$ cat config.mk
export PLATFORM = sky130hd
export DESIGN_NAME = imem_uart_loader
export DESIGN_NICKNAME = d
export VERILOG_FILES = /design/src/rtl/imem_uart_loader.sv
export SDC_FILE = /design/constraint.sdc
export NUM_CORES = 1
export LEC_CHECK = 0
export CAP_MARGIN = 20
export CORE_UTILIZATION = 45
export DETAILED_ROUTE_END_ITERATION = 10
export HOLD_SLACK_MARGIN = 0.06
export PLACE_DENSITY = 0.68
export SETUP_SLACK_MARGIN = 0.1
export SLEW_MARGIN = 20
export SYNTH_ARGS = -nofsm -noshare
export SYNTH_HDL_FRONTEND = slang
export SYNTH_SLANG_ARGS = --single-unit
$ cat constraint.sdc
create_clock -name clk -period 2.5 [get_ports clk]
set_input_delay 0.625 -clock clk [delete_from_list [all_inputs] [get_ports clk]]
set_output_delay 0.625 -clock clk [all_outputs]
set_load 0.01 [all_outputs]
$ cat src/rtl/imem_uart_loader.sv
// UART boot loader: receives A5/LEN/words[/CSUM] frames, writes words into instruction memory
// and releases the core from reset once a full image is in. Optional checksum: LOADER_CHECKSUM_EN.
module imem_uart_loader #(
    parameter int CLK_FREQ_HZ = 50_000_000,
    parameter int BAUD_RATE   = 115_200,
    parameter int MAX_WORDS   = 256
) (
    input  logic        clk,
    input  logic        resetn,
    input  logic        uart_rx,
    input  logic        reload,
    output logic        imem_we,
    output logic [31:0] imem_waddr,
    output logic [31:0] imem_wdata,
    output logic        cpu_resetn,
    output logic        busy,
    output logic        done,
    output logic        error
);

    localparam int CLKS_PER_BIT = CLK_FREQ_HZ / BAUD_RATE;
    localparam int HALF_BIT     = CLKS_PER_BIT / 2;
    localparam int CW           = $clog2(CLKS_PER_BIT) + 1;
    localparam logic [CW-1:0] BIT_LAST  = CW'(CLKS_PER_BIT - 1);
    localparam logic [CW-1:0] HALF_LAST = CW'(HALF_BIT - 1);

    typedef enum logic [1:0] {RX_IDLE, RX_START, RX_DATA, RX_STOP} rx_state_t;
    typedef enum logic [2:0] {
        S_WAIT_SYNC, S_LEN_LO, S_LEN_HI, S_DATA, S_CSUM, S_DONE, S_ERROR
    } state_t;

`ifdef LOADER_CHECKSUM_EN
    localparam state_t S_AFTER_DATA = S_CSUM;
`else
    localparam state_t S_AFTER_DATA = S_DONE;
`endif

    // ---------------- receiver ----------------
    logic            rx_meta_q, rx_sync_q, rx_prev_q;
    rx_state_t       rx_state_q, rx_state_d;
    logic [CW-1:0]   rx_cnt_q, rx_cnt_d;
    logic [2:0]      rx_bit_q, rx_bit_d;
    logic [7:0]      rx_shift_q, rx_shift_d;
    logic            rx_valid_q, rx_valid_d;
    logic            rx_ferr_q, rx_ferr_d;

    always_ff @(posedge clk or negedge resetn) begin
        if (!resetn) begin
            rx_meta_q  <= 1'b1;
            rx_sync_q  <= 1'b1;
            rx_prev_q  <= 1'b1;
            rx_state_q <= RX_IDLE;
            rx_cnt_q   <= '0;
            rx_bit_q   <= '0;
            rx_shift_q <= '0;
            rx_valid_q <= 1'b0;
            rx_ferr_q  <= 1'b0;
        end else begin
            rx_meta_q  <= uart_rx;
            rx_sync_q  <= rx_meta_q;
            rx_prev_q  <= rx_sync_q;
            rx_state_q <= rx_state_d;
            rx_cnt_q   <= rx_cnt_d;
            rx_bit_q   <= rx_bit_d;
            rx_shift_q <= rx_shift_d;
            rx_valid_q <= rx_valid_d;
            rx_ferr_q  <= rx_ferr_d;
        end
    end

    always_comb begin
        rx_state_d = rx_state_q;
        rx_cnt_d   = rx_cnt_q;
        rx_bit_d   = rx_bit_q;
        rx_shift_d = rx_shift_q;
        rx_valid_d = 1'b0;
        rx_ferr_d  = 1'b0;
        case (rx_state_q)
            RX_IDLE: begin
                if (rx_prev_q && !rx_sync_q) begin
                    rx_state_d = RX_START;
                    rx_cnt_d   = '0;
                end
            end
            RX_START: begin
                // A start bit that is high again at mid-bit was only a glitch.
                if (rx_cnt_q == HALF_LAST) begin
                    rx_cnt_d   = '0;
                    rx_bit_d   = '0;
                    rx_state_d = rx_sync_q ? RX_IDLE : RX_DATA;
                end else begin
                    rx_cnt_d = rx_cnt_q + 1'b1;
                end
            end
            RX_DATA: begin
                if (rx_cnt_q == BIT_LAST) begin
                    rx_cnt_d   = '0;
                    rx_shift_d = {rx_sync_q, rx_shift_q[7:1]};
                    if (rx_bit_q == 3'd7) rx_state_d = RX_STOP;
                    else                  rx_bit_d   = rx_bit_q + 1'b1;
                end else begin
                    rx_cnt_d = rx_cnt_q + 1'b1;
                end
            end
            RX_STOP: begin
                if (rx_cnt_q == BIT_LAST) begin
                    rx_cnt_d   = '0;
                    rx_state_d = RX_IDLE;
                    rx_valid_d = rx_sync_q;
                    rx_ferr_d  = !rx_sync_q;
                end else begin
                    rx_cnt_d = rx_cnt_q + 1'b1;
                end
            end
            default: rx_state_d = RX_IDLE;
        endcase
    end

    // ---------------- frame FSM ----------------
    state_t      state_q, state_d;
    logic [15:0] len_q, len_d;
    logic [15:0] word_idx_q, word_idx_d;
    logic [1:0]  byte_idx_q, byte_idx_d;
    logic [31:0] word_q, word_d;
    logic        we_q, we_d;
    logic [31:0] waddr_q, waddr_d;
    logic [31:0] wdata_q, wdata_d;
    logic        cpu_resetn_q, cpu_resetn_d;
`ifdef LOADER_CHECKSUM_EN
    logic [7:0]  csum_q, csum_d;
`endif

    logic [15:0] len_full;
    logic [31:0] word_full;
    assign len_full  = {rx_shift_q, len_q[7:0]};
    assign word_full = {rx_shift_q, word_q[31:8]};

    always_ff @(posedge clk or negedge resetn) begin
        if (!resetn) begin
            state_q      <= S_WAIT_SYNC;
            len_q        <= '0;
            word_idx_q   <= '0;
            byte_idx_q   <= '0;
            word_q       <= '0;
            we_q         <= 1'b0;
            waddr_q      <= '0;
            wdata_q      <= '0;
            cpu_resetn_q <= 1'b0;
`ifdef LOADER_CHECKSUM_EN
            csum_q       <= '0;
`endif
        end else begin
            state_q      <= state_d;
            len_q        <= len_d;
            word_idx_q   <= word_idx_d;
            byte_idx_q   <= byte_idx_d;
            word_q       <= word_d;
            we_q         <= we_d;
            waddr_q      <= waddr_d;
            wdata_q      <= wdata_d;
            cpu_resetn_q <= cpu_resetn_d;
`ifdef LOADER_CHECKSUM_EN
            csum_q       <= csum_d;
`endif
        end
    end

    always_comb begin
        state_d    = state_q;
        len_d      = len_q;
        word_idx_d = word_idx_q;
        byte_idx_d = byte_idx_q;
        word_d     = word_q;
        we_d       = 1'b0;
        waddr_d    = waddr_q;
        wdata_d    = wdata_q;
`ifdef LOADER_CHECKSUM_EN
        csum_d     = csum_q;
`endif
        if (reload) begin
            state_d    = S_WAIT_SYNC;
            len_d      = '0;
            word_idx_d = '0;
            byte_idx_d = '0;
            word_d     = '0;
`ifdef LOADER_CHECKSUM_EN
            csum_d     = '0;
`endif
        end else if (rx_ferr_q && state_q != S_DONE) begin
            state_d = S_ERROR;
        end else if (rx_valid_q) begin
            case (state_q)
                S_WAIT_SYNC: begin
                    if (rx_shift_q == 8'hA5) begin
                        state_d    = S_LEN_LO;
                        word_idx_d = '0;
                        byte_idx_d = '0;
`ifdef LOADER_CHECKSUM_EN
                        csum_d     = '0;
`endif
                    end
                end
                S_LEN_LO: begin
                    len_d   = {8'h00, rx_shift_q};
                    state_d = S_LEN_HI;
                end
                S_LEN_HI: begin
                    len_d = len_full;
                    if (len_full > 16'(MAX_WORDS)) state_d = S_ERROR;
                    else if (len_full == 16'd0)    state_d = S_AFTER_DATA;
                    else                           state_d = S_DATA;
                end
                S_DATA: begin
                    // Little-endian: each new byte enters at the top and slides down.
                    word_d     = word_full;
                    byte_idx_d = byte_idx_q + 1'b1;
`ifdef LOADER_CHECKSUM_EN
                    csum_d     = csum_q ^ rx_shift_q;
`endif
                    if (byte_idx_q == 2'd3) begin
                        we_d       = 1'b1;
                        wdata_d    = word_full;
                        waddr_d    = {14'd0, word_idx_q, 2'b00};
                        word_idx_d = word_idx_q + 16'd1;
                        if (word_idx_q == len_q - 16'd1) state_d = S_AFTER_DATA;
                    end
                end
`ifdef LOADER_CHECKSUM_EN
                S_CSUM: state_d = (rx_shift_q == csum_q) ? S_DONE : S_ERROR;
`endif
                default: ;
            endcase
        end
        // Core leaves reset one cycle after DONE is entered and drops as soon as DONE is left.
        cpu_resetn_d = (state_q == S_DONE) && (state_d == S_DONE);
    end

    assign imem_we    = we_q;
    assign imem_waddr = waddr_q;
    assign imem_wdata = wdata_q;
    assign cpu_resetn = cpu_resetn_q;
    assign done       = (state_q == S_DONE);
    assign error      = (state_q == S_ERROR);
    assign busy       = (state_q == S_LEN_LO) || (state_q == S_LEN_HI) ||
                        (state_q == S_DATA)   || (state_q == S_CSUM);

endmodule
# Word-level counts from Yosys, hierarchy flattened
# Index checks and enable logic that the tools add are counted.
word_totals:
  regBits: 147
  latch_bits: 0
  ramBits: 0
  rom_bits: 0
  input_bits: 4
  out_inout_bits: 69
  elab_cells: 132
  mem_count: 0
op_classes:
  add_sub_neg: 5
  mul: 0
  n_div: 0
  magnitude_cmp: 1
  n_eq_ne: 27
  shift: 0
  n_mux: 52
  bitwise: 2
  n_reduce_logical: 26
op_table:
  columns: ["op", "n"]
  rows:
  - ["16-bit two-way mux", 8]
  - ["32-bit two-way mux", 4]
  - ["16-bit one-hot mux with 2 select lines", 2]
  - ["3-bit two-way mux", 11]
  - ["10-bit two-way mux", 3]
  - ["10-bit one-hot mux with 3 select lines", 1]
  - ["2-bit two-way mux", 10]
  - ["16-bit by 1-bit adder with 16-bit output, second input constant", 1]
  - ["16-bit equality test", 1]
  - ["16-bit by 9-bit > comparator with 1-bit output, second input constant", 1]
  - ["16-bit zero test", 1]
  - ["2-bit != test, second input constant", 8]
  - ["16-bit by 1-bit subtractor with 16-bit output, second input constant", 1]
  - ["3-bit equality test, second input constant", 5]
  - ["5-bit AND reduction", 3]
  - ["3-bit one-hot mux with 4 select lines", 1]
  - ["4-bit AND reduction", 3]
  - ["10-bit by 1-bit adder with 10-bit output, second input constant", 1]
  - ["10-bit by 8-bit equality test with 1-bit output, second input constant", 1]
  - ["10-bit by 9-bit equality test with 1-bit output, second input constant", 1]
  - ["1-bit two-way mux", 9]
  - ["3-bit != test, second input constant", 3]
  - ["8-bit equality test, second input constant", 1]
  - ["2-bit one-hot mux with 4 select lines", 1]
  - ["19 further kinds", 32]

# Logic depth before layout (Yosys ltp)
depth:
  word_depth: 10
  depth_mapped: 9
  depth_no_buf: 8

# Least setup slack after synthesis
# Ideal clock, no wire load.
synth_path:
  kind: "reg-to-reg"
  start: "register len_q[0]"
  end: "register state_q[1]"
  t_arrival_ps: 2276
  required_ps: 2379
  slack_ps: 104
  path_stages_with_launch: 9
  n_path_buf: 1
  period_less_slack_ps: 2396
  path_cell_list: "dfrtp_1 inv_1 ha_1 clkbuf_2 or4b_1 or4_1 a32oi_1 o2111ai_1 a41o_1"
synth_between:
  elab_chain_len: 8
synth_rtl:
  columns: ["item", "line", "rtl"]
  rows:
  - ["start, declared", "121", "logic [15:0] len_q, len_d;"]
  - ["start signal, assigned", "154", "len_q <= len_d;"]
  - ["16-bit by 1-bit subtractor with 16-bit output", "225", "if (word_idx_q == len_q - 16'd1) state_d = S_AFTER_DATA;"]
  - ["16-bit equality test", "225", null]
  - ["3-bit two-way mux", "225", null]
  - ["3-bit two-way mux", "220", "if (byte_idx_q == 2'd3) begin"]
  - ["3-bit one-hot mux with 4 select lines (*)", "192", "case (state_q)"]
  - ["3-bit two-way mux (*)", "191", "end else if (rx_valid_q) begin"]
  - ["3-bit two-way mux (*)", "189", "end else if (rx_ferr_q && state_q != S_DONE) begin"]
  - ["3-bit two-way mux (*)", "180", "if (reload) begin"]
  - ["named net state_d[1]", "120", "state_t state_q, state_d;"]
  - ["end signal, assigned", "153", "state_q <= state_d;"]
  - ["end, declared", "120", null]
# The timed path passes the listed nets; every way through them passes the cells marked *.
# A chain may end at the register's enable or synchronous reset.

# Worst setup path after layout
layout_path:
  start: "register state_q[0]"
  end: "register word_idx_q[11]"
layout_between:
  elab_chain_len: 5
layout_rtl:
  columns: ["item", "line", "rtl"]
  rows:
  - ["3-bit by 2-bit equality test with 1-bit output or 3-bit zero test (tied branches)", "192", null]
  - ["16-bit one-hot mux with 2 select lines", "192", null]
  - ["16-bit two-way mux", "191", null]
  - ["16-bit two-way mux", "189", null]
  - ["16-bit two-way mux", "180", null]
  - ["end signal, assigned", "155", "word_idx_q <= word_idx_d;"]
  - ["end, declared", "122", "logic [15:0] word_idx_q, word_idx_d;"]
# Parallel ways exist; a longest one is shown, timed or not. The select of a mux whose other input is x is not followed.

==> results.cfg <==
[yosys]
netlist_top_cells_count = 210 x nand2_1, 136 x dfrtp_1, 37 x a21oi_1
synth_edf_count = 0
async_reset_ff_share_pct = 100.0
avgSynthCellArea_um2 = 9.328
synth_area_mm2 = 0.006716
synth_warnings = 0
synthDistinctLibCells = 68
yosysMostFrequentCell = nand2_1
synth.largest_area_cell = dfrtp_1
synth_seq_cells = 139
synth.top_cell.area_share_pct = 50.67
synth_cells = 720
synth.area.top_cells = dfrtp_1 51%, nand2_1 12%, a21oi_1 2.8%
ys_seq_area_share_pct = 51.84
synth_flop_cell = dfrtp_1

[global_routing]
grt_pass1_wl_mm = 25.97
grt-ovfl-total = 0
grtUsageTotal_pct = 21.94
antenna_found_initial = 0
grt_max_degree = 50
grt_pass1_vias = 5278

[clocking]
cts_hold_buf = 0
cts_buffers = 17
clk_pin_slew_ns = 0.06
clkSinkCount = 139
cts-root-buf = clkbuf_16
cts_htree_levels = 4
tritoncts = built
clock_latency_ns = 0.42
clock_path_buffers = 2

[route]
postRouteAntennaNets = 0
drt_first_pass_iters = 6
wirelength_mm = 15.73
dr_total_vias = 5525
viasPerCell = 5.531
drc_errors = 0
drtIter0Drc = 400
wl_per_cell_um = 15.74

[timing]
fin_skew_ns = 0.01199
rsz0062_at_grt = yes
finalSetupViolCount = 0
fin_crit_ns = 2.338
period_share_pct = 93.51
final-max-slew-violation-count = 0
hold_viol_final = 0
tns_ns = 0
tightest_slew_ns = 0.6606
fmax_ghz = 0.4278
relSlewSlack_pct = 55.96

[floorplan]
rows = 44
die_h_um = 124.2
fp.coreArea_mm2 = 0.01453
boundaryPins = 73
die_area_mm2 = 0.01542
dieWidth_um = 124.2
initial_core_util_pct = 46.21

[placement]
io_buffers = 56
dpl.hpwl_mm = 10.74
placed_area_mm2 = 0.007587
place_congestion = 0.8654

[job]
maxCapViolCount = 0

[critical_path]
start_kind = flip-flop
end_kind = flip-flop
criticalPathCategory = flip-flop to flip-flop
required_ns = 2.84
cp.arrival_ns = 2.67
cp_max_fo = 8

[power]
power_leakage_nw = 3.969
powerDensity_mw_per_mm2 = 650.5
p_total_mw = 5.379
ir_drop_mv = 0.6195

[cells_and_area]
diodes = 0
final_cell_area_mm2 = 0.008268
area.growth.synth_to_final_pct = 23.10
num-nets-final = 814
final_layout_size_suffix_gt1_share_pct = 13.01
final_util_pct = 56.89

[outcome]
status = finished clean

[min_path]
worst_hold_path_type = input port to async pin
[stage by stage]
step,instances,setup slack (ns),hold WS (ns)
2_1_floorplan,735,0.1038,0.3294
3_3_place_gp,961,0.1860,0.3460
3_5_place_dp,961,0.1013,0.3468
4_1_cts,994,0.04524,0.1350
5_1_grt,999,0.03654,0.1545
6_report,999,0.1622,0.1330
[cell usage in the layout (no fill, tap or decap), types with 9 or more instances in the layout]
cell type / instances
mux2_2: 10
inv_1: 18
nor2_1: 32
nor3_1: 10
clkbuf_16: 17
dfrtp_1: 134
buf_4: 40
xor2_1: 17
nand3_1: 15
nand2_1: 210
o21ai_0: 21
conb_1: 16
clkdlybuf4s50_1: 52
nand2b_1: 9
a21oi_1: 37
a22o_1: 16
and3_1: 12
xnor2_1: 11
[critical path: stages, from the launching register on]
cell and delay, ns:
dfrtp_2 0.45, or4b_4 0.55, o31ai_4 0.29, a21o_1 0.20, a21oi_2 0.11, or4b_1 0.51, a21oi_1 0.15
[registers in the layout (all words and copies together) (netlist names), 2 cells and up, named ones only]
register and cells:
rx_bit_q 3, byte_idx_q 2, word_q 24, imem_waddr 16
len_q 16, state_q 3, rx_cnt_q 10, rx_shift_q 8
word_idx_q 16, imem_wdata 32
[final timing paths]
check                            from  cells after the start              to  slack, ns
max in group asynchronous      resetn                      2       rx_sync_q       1.67
hold reg to reg             rx_meta_q                      0       rx_sync_q       0.35
min in group clk            rx_meta_q                      0       rx_sync_q       0.35
hold / removal                 resetn                      1   imem_waddr[6]       0.13
setup / recovery           state_q[0]                      6  word_idx_q[11]       0.16
setup reg to reg           state_q[0]                      6  word_idx_q[11]       0.16
[metal layers]
layer  track usage, %  wire length [um]  up-vias
met4            7.961               174        0
li1                 -                 -     2605
met2            34.77              7676      155
met1            29.84              7100     2748
met3            4.258               774       17
met5                0                 0        -
[what timing repair did]
item                       4_1_cts  5_1_grt
setup buffers                    1        5
resized for setup                3       11
hold endpoints to repair         0        0
setup endpoints to repair        3        8
pin swaps                        0        4
gates cloned                     0        0
[kinds of logic (layout without fill, tap and decap cells)]
| kind of cell | Yosys count | count (layout) | synth area share [%] |
|---|---|---|---|
| flops | 139 | 139 | 51.84 |
| other cells | 1 | 16 | 0.05583 |
| simple gates | 346 | 346 | 24.09 |
| buf+inv | 69 | 149 | 5.123 |
| mux | 12 | 12 | 1.975 |
| xor+xnor | 28 | 28 | 3.651 |
| fa+ha+maj | 8 | 8 | 1.490 |
| compound gates | 117 | 117 | 11.77 |
[layout make-up]
cell class	instances	area [um2]
multi-input combinational	527	2983
clock buffer	20	446.7
tap	184	230.2
clock inverter	12	146.4
fill	1281	6266
inverter	19	71.32
sequential	139	3485
timing repair buffer	98	905.9
[power by group]
group / internal, mW / switching (mW) / total (mW)
sequential: 2.33 / 0.102 / 2.44
combinational: 0.175 / 0.252 / 0.427
clock: 1.59 / 0.928 / 2.52
Power figures use the tool's default switching activity.
